==> src/rtl/eau_pkg.sv <==
// Shared EAU definitions: default lane geometry and lane-slice helpers
// used by the prefix-sum encoder/decoder pair.
package eau_pkg;

    localparam int DEF_NW = 5;
    localparam int DEF_IW = 4;
    localparam int DEF_OW = 6;
    localparam int DEF_CW = 16;
    localparam int DEF_N  = 1 << DEF_NW;

    function automatic int lane_lo(input int k, input int w);
        return k * w;
    endfunction

    function automatic int lane_hi(input int k, input int w);
        return (k * w) + w - 1;
    endfunction

endpackage

==> src/rtl/pps_decode_lane.sv <==
// One lane of the prefix-sum decoder: modular difference of two adjacent
// cumulative sums, truncated to the element width with an overflow flag.
module pps_decode_lane #(
    parameter int IW = 4,
    parameter int OW = 6
) (
    input  logic [OW-1:0] prev,
    input  logic [OW-1:0] cur,
    output logic [IW-1:0] val,
    output logic          ovf
);

    logic [OW-1:0] diff;

    assign diff = cur - prev;
    assign val  = diff[IW-1:0];

    generate
        if (OW > IW) begin : g_ovf
            assign ovf = |diff[OW-1:IW];
        end else begin : g_no_ovf
            assign ovf = 1'b0;
        end
    endgenerate

endmodule

==> src/rtl/pps_decode.sv <==
// Streaming prefix-sum decoder: recovers per-element values from cumulative
// sums, carrying the last lane across beats of a stream, with one output stage.
module pps_decode
    import eau_pkg::*;
#(
    parameter int NW = DEF_NW,
    parameter int IW = DEF_IW,
    parameter int OW = DEF_OW,
    parameter int CW = DEF_CW
) (
    input  logic                    clk,
    input  logic                    rst_n,
    input  logic                    in_valid,
    output logic                    in_ready,
    input  logic                    in_first,
    input  logic                    in_last,
    input  logic [OW*(1<<NW)-1:0]   in_psum,
    output logic                    out_valid,
    input  logic                    out_ready,
    output logic                    out_last,
    output logic [IW*(1<<NW)-1:0]   out_data,
    output logic [(1<<NW)-1:0]      out_ovf,
    output logic                    err,
    output logic [CW-1:0]           beats
);

    localparam int N = 1 << NW;

    logic            out_valid_q, out_valid_d;
    logic            out_last_q,  out_last_d;
    logic [IW*N-1:0] out_data_q,  out_data_d;
    logic [N-1:0]    out_ovf_q,   out_ovf_d;
    logic            err_q,       err_d;
    logic [CW-1:0]   beats_q,     beats_d;
    logic [OW-1:0]   carry_q,     carry_d;

    logic            accept;
    logic [OW-1:0]   prev0;
    logic [IW*N-1:0] lane_val;
    logic [N-1:0]    lane_ovf;

    assign in_ready = !out_valid_q || out_ready;
    assign accept   = in_valid && in_ready;
    assign prev0    = in_first ? '0 : carry_q;

    // Lane 0 differences against the stream carry, every other lane against its neighbour.
    generate
        for (genvar k = 0; k < N; k++) begin : g_lane
            if (k == 0) begin : g_first
                pps_decode_lane #(.IW(IW), .OW(OW)) u_lane (
                    .prev (prev0),
                    .cur  (in_psum[lane_lo(0, OW) +: OW]),
                    .val  (lane_val[lane_lo(0, IW) +: IW]),
                    .ovf  (lane_ovf[0])
                );
            end else begin : g_rest
                pps_decode_lane #(.IW(IW), .OW(OW)) u_lane (
                    .prev (in_psum[lane_lo(k-1, OW) +: OW]),
                    .cur  (in_psum[lane_lo(k, OW) +: OW]),
                    .val  (lane_val[lane_lo(k, IW) +: IW]),
                    .ovf  (lane_ovf[k])
                );
            end
        end
    endgenerate

    always_comb begin
        out_valid_d = out_valid_q;
        out_last_d  = out_last_q;
        out_data_d  = out_data_q;
        out_ovf_d   = out_ovf_q;
        err_d       = err_q;
        beats_d     = beats_q;
        carry_d     = carry_q;

        if (accept) begin
            out_valid_d = 1'b1;
            out_last_d  = in_last;
            out_data_d  = lane_val;
            out_ovf_d   = lane_ovf;
            // A closed stream leaves carry at 0 so an unflagged next stream starts clean.
            carry_d     = in_last ? '0 : in_psum[OW*N-1 -: OW];
            err_d       = in_first ? (|lane_ovf) : (err_q || (|lane_ovf));
            if (in_first) begin
                beats_d = {{(CW-1){1'b0}}, 1'b1};
            end else if (beats_q != {CW{1'b1}}) begin
                beats_d = beats_q + {{(CW-1){1'b0}}, 1'b1};
            end
        end else if (out_ready) begin
            out_valid_d = 1'b0;
        end
    end

    always_ff @(posedge clk or negedge rst_n) begin
        if (!rst_n) begin
            out_valid_q <= 1'b0;
            out_last_q  <= 1'b0;
            out_data_q  <= '0;
            out_ovf_q   <= '0;
            err_q       <= 1'b0;
            beats_q     <= '0;
            carry_q     <= '0;
        end else begin
            out_valid_q <= out_valid_d;
            out_last_q  <= out_last_d;
            out_data_q  <= out_data_d;
            out_ovf_q   <= out_ovf_d;
            err_q       <= err_d;
            beats_q     <= beats_d;
            carry_q     <= carry_d;
        end
    end

    assign out_valid = out_valid_q;
    assign out_last  = out_last_q;
    assign out_data  = out_data_q;
    assign out_ovf   = out_ovf_q;
    assign err       = err_q;
    assign beats     = beats_q;

endmodule

==> config.mk <==
export PLATFORM = sky130hd
export DESIGN_NAME = pps_decode
export DESIGN_NICKNAME = d
export VERILOG_FILES = /design/src/rtl/eau_pkg.sv /design/src/rtl/pps_decode_lane.sv /design/src/rtl/pps_decode.sv
export SDC_FILE = /design/constraint.sdc
export NUM_CORES = 1
export LEC_CHECK = 0
export BUFFER_PORTS_ARGS = -buffer_cell sky130_fd_sc_hd__buf_2
export CAP_MARGIN = 20
export CORE_ASPECT_RATIO = 0.9
export CORE_UTILIZATION = 54
export DETAILED_ROUTE_END_ITERATION = 8
export PLACE_DENSITY = 0.8
export SYNTH_ARGS = -nofsm -noshare
export SYNTH_HDL_FRONTEND = slang
export SYNTH_SLANG_ARGS = --single-unit
==> constraint.sdc <==
create_clock -name clk -period 3.85 [get_ports clk]
set_input_delay 0.5775 -clock clk [delete_from_list [all_inputs] [get_ports clk]]
set_output_delay 0.5775 -clock clk [all_outputs]
set_load 0.03 [all_outputs]
# ---- After elaboration in Yosys (flattened, before gate mapping)
# Cells that the tools add are included.
dict set report totals {
  regBits 185
  inputBits 198
  output_inout_bits 180
  elab_cells 88
}
dict set report classes {
  n_addsub 33
  eq_ne 1
  muxes 7
  reduce_logical 40
}
# op n
set op_table {}
lappend op_table {{$sub 6x6->6} 32}
lappend op_table {{$reduce_or 2->1} 32}
lappend op_table {{$reduce_or 64->1} 1}
lappend op_table {{$mux 16} 2}
lappend op_table {{$add 16x1->16 const B} 1}
lappend op_table {{$ne 16x16->1 const B} 1}
lappend op_table {{$mux 6} 2}
lappend op_table {{$reduce_bool 2->1} 2}
lappend op_table {{$mux 1} 3}
lappend op_table {{$logic_or 1x1->1} 2}
lappend op_table {{$reduce_and 2->1} 1}
lappend op_table {{$logic_and 1x1->1} 1}
lappend op_table {{$logic_not 1->1} 1}

# ---- Logic depth before layout (Yosys ltp)
dict set report logic_depth {
  ltp_word 5
  ltp_mapped 12
  mapped_depth_nobuf 12
}

# ---- Hierarchy
# From an unflattened synthesis, not the netlist that was laid out.
dict set report hier_totals {
  cells_unflattened 1795
  hier_area_um2 15056.9
}
# mod n_inst cells_each area_per_inst_um2 seq_area_each_um2
set modules_own_cells {}
lappend modules_own_cells {pps_decode_lane 32 30 237.7 0.0}
lappend modules_own_cells {pps_decode 1 835 7449.6 4629.4}

# ---- Least setup slack after synthesis
# No wires, ideal clock.
dict set report synth_timing {
  kind {input -> register}
  from {input port in_psum[138]}
  to {register err_q (netlist: err)}
  setup_ns 0.133
  t_arrival_ns 2.992
  required_time_ns 3.717
  setup_slack_ns 0.725
  cell_stages 12
  path_buffers 0
  cell_sequence {inv_1 ha_1 inv_1 fa_1 a21o_1 a2111oi_0 a41oi_1 a31o_2 a2111o_2 nor4_1 and4_1 a31oi_1}
}
dict set report synth_via {
  elab_chain_cells 4
  elab_cells_between_ends 5
  cone_classes {add/sub (2); mux (1); reduce/logical (2)}
}
# item line_no
set synth_lines {}
lappend synth_lines {{from (decl)} pps_decode.sv:17} ;# input logic [OW*(1<<NW)-1:0] in_psum,
lappend synth_lines {{$sub 6x6->6} pps_decode_lane.sv:15} ;# assign diff = cur - prev;
lappend synth_lines {{$reduce_or 64->1 *} pps_decode.sv:83} ;# err_d = in_first ? (|lane_ovf) : (err_q || (|lane_ovf));
lappend synth_lines {{$logic_or 1x1->1} pps_decode.sv:83}
lappend synth_lines {{$mux 1 *} pps_decode.sv:83}
lappend synth_lines {{to (signal assigned)} pps_decode.sv:108} ;# err_q <= err_d;
lappend synth_lines {{to (decl)} pps_decode.sv:33} ;# logic err_q, err_d;
# Every way passes the cells marked *; elsewhere a longest branch is shown, timed or not.
# A chain may end at the register's enable or synchronous reset.

# ---- Worst setup path after layout
# Same ends and word-level chain as after synthesis.

==> flow_metrics.tcl <==
set metrics [dict create \
    cp_max_fo 4 \
    use_met2_pct 50.10 \
    fmax_mhz 326.7 \
    synth-compound-area-share_pct 18.74 \
    num_vias 13630 \
    synthArstFlopShare_pct 100.0 \
    pin_count 378 \
    synth_cell_type_count 72 \
    synth-seq-cells 185 \
    drt_wl_total_mm 40.78 \
    dieArea_um2 27440 \
    drv_cap 0 \
    clock-sinks 185 \
    drt_iter0_drc 1079 \
    final_hold_viol_count 0 \
    timing.final.ws_setup_ns 0.7888 \
    grt_pass1_vias 13080 \
    synth-simple-area-share_pct 16.11 \
    maxSlewViolCount 0 \
    ir_worst_vdd_mv 0.2562 \
    fillers 2233 \
    clkLatencyLatePin_ns 0.43 \
    synth-edff-count 0 \
    htree_levels 4 \
    avgViaCountPerCell 5.574 \
    pre_cts_ws_ns 0.2889 \
    rsz0062_at_grt "no" \
    yosysWarnings 0 \
    power_mw 7.177 \
    cp-start-kind "input pin" \
    crit_arrival_ns 3.36 \
    final_layout_size_suffix_gt1_share_pct 20.62 \
    use_met1_pct 37.77 \
    cts_made_buffers 17 \
    setup_viol_count_final 0 \
    antenna_found_initial 3 \
    hpwl_mm 32.15 \
    placed_cells 2411 \
    syn2layout_area_growth_pct 19.89 \
    die_y_um 157.2 \
    synthXorXnorAreaFrac_pct 6.732 \
    dominantRegCellSynth "dfrtp_1" \
    layout_commonest_cell "buf_2" \
    power_density_nw_per_um2 414.1 \
    grt_busiest_layer "met2" \
    grt_max_degree 202 \
    grt_pass1_wl_mm 64.89 \
    wl_per_cell_um 16.68 \
    p_leak_nw 9.224 \
    core_area_um2 26210 \
    drc 0 \
    start_util_pct 55.18 \
    worst_setup_path_end_kind "flop" \
    syn_area_um2 14460 \
    fin_nets 2474 \
    syn_nets 2112 \
    io_buffers 377 \
    finalSetupTns_ns 0 \
    met3_usage_pct 5.894 \
    yosysSeqAreaShare_pct 32.02 \
    cp.required_ns 4.15 \
    status "finished, final reports clean" \
    min_path_type "input pin to async pin" \
    synthAdderAreaFrac_pct 18.45 \
    cts-root-buf "clkbuf_16" \
    place_congestion 0.9799 \
    hold_buffers 0 \
    cts_setup_buffers 0 \
    postCtsResizedCells 0 \
    timing.final.crit_share_pct 79.51 \
    placementRows 56 \
    cts_tree "yes" \
    relSlewSlack_pct 41.59 \
    cts.clk_slew.worst_paths_ns 0.08 \
    grt_usage_pct 29.50 \
    detail-route-antenna-nets 0 \
    skew_ns 0.01304 \
    firstDrtPassIters 5 \
    synth_top_family_by_area "compound AO/OA/AOI/OAI gates" \
    grt.overflow.total 0 \
    instances_no_fill 2445 \
    final_cell_mix "buf_2, nand2_1, inv_1" \
    cts_max_path_buffers 2 \
    worst_slew_pin_slew_ns 0.8729 \
    synth_area_per_cell_um2 8.406 \
    die_width_um 174.5 \
    synthCells 1720 \
    path_class "input pin to flop" \
    fin_crit_ns 3.061 \
    muxShareOfSynthArea_pct 0.9865 \
]
[critical path, stage by stage]
cell and delay, ns:
buf_2 0.11, inv_1 0.06, ha_1 0.16, inv_1 0.05, fa_1 0.43, a21o_1 0.22
a2111oi_0 0.41, a41oi_1 0.09, a31o_2 0.30, a2111o_2 0.40, nor4_1 0.25, and4_1 0.22
a31oi_1 0.08
[worst paths after layout]
check | depth (start not counted) | from | slack (ns) | to
worst max-delay path | 13 | in_psum[138] | 0.79 | err
min in group clk | 2 | in_valid | 0.40 | out_valid
max in group asynchronous | 2 | rst_n | 2.77 | out_ovf[21]
worst max register to register | 11 | carry_q[0] | 1.07 | err
worst min register to register | 2 | out_last | 0.47 | out_last
worst min-delay path | 1 | rst_n | 0.20 | out_data[26]
[final cells by class]
cell class	instances	area, um2	area share (%)
sequential	185	4629	26.71
timing repair buffer	384	1973	11.38
tap	348	435.4	2.512
multi-input combinational	1267	8832	50.95
antenna	2	5.005	0.02887
clock inverter	15	181.4	1.047
clock buffer	17	425.4	2.454
inverter	227	852.1	4.916
[power breakdown]
group	total (mW)	switching [mW]	internal, mW	leakage, nW
registers	2.48	0.195	2.29	2.28
logic	2.88	1.92	0.963	6.65
clock network	1.82	0.935	0.881	0.287
[registers in the layout, summed over array words and instances (netlist names)]
signal     flops
err            1
out_valid      1
beats         16
carry_q        6
out_data     128
out_last       1
out_ovf       32
[stage by stage]
| step | cell area (um2) | hold slack [ns] | util [%] |
|---|---|---|---|
| 2_1_floorplan | 14460 | 0.2819 | - |
| 3_3_place_gp | 16720 | 0.4534 | 63.81 |
| 3_5_place_dp | 16720 | 0.4566 | 63.81 |
| 4_1_cts | 17330 | 0.2453 | 66.13 |
| 5_1_grt | 17330 | 0.2682 | 66.14 |
| 6_report | 17330 | 0.1972 | 66.15 |
[cells in the mapped netlist, types with 4 or more instances]
cell type	number	share of area (%)
nand2_1	295	7.7
nand2b_1	13	0.56
o21ai_0	155	5.4
a211oi_1	15	0.78
o32ai_1	13	0.79
nor4_1	15	0.65
a221oi_1	5	0.30
a21o_1	41	2.1
a31oi_1	15	0.65
nor3_1	19	0.66
nor2_1	61	1.6
a21boi_0	5	0.26
ha_1	162	14
fa_1	32	4.4
xor2_1	49	3.0
and2_1	14	0.61
nor2b_1	18	0.78
and3_1	8	0.35
nor4b_1	4	0.24
o21ai_1	10	0.35
o22a_1	5	0.30
mux2_1	6	0.47
o22ai_1	12	0.52
a221o_1	5	0.35
dfrtp_1	185	32
or3_1	5	0.22
inv_1	227	5.9
o41ai_1	4	0.24
a21oi_1	93	3.2
o31ai_1	7	0.36
nand4_1	24	1.0
mux2_2	4	0.31
o21a_1	6	0.31
buf_1	4	0.10
nand3_1	24	0.83
xnor2_1	59	3.6
nor3b_1	5	0.26
clkbuf_1	37	0.96
o211ai_1	6	0.31
[per-layer routing]
layer	part of all wire [%]	vias to the layer above
met5	0.025	-
met4	2.7	2
met3	6.9	79
met2	47	490
met1	43	6410
li1	-	6648
[logic make-up (layout without fill, tap and decap cells)]
kind of cell    Yosys count  count (layout)
xor+xnor                109             109
mux                      13              13
fa+ha+maj               194             194
simple gates            517             517
buf+inv                 268             643
other cells               0               2
flops                   185             185
compound gates          434             434
No activity file was read; power rests on OpenSTA's default activity.
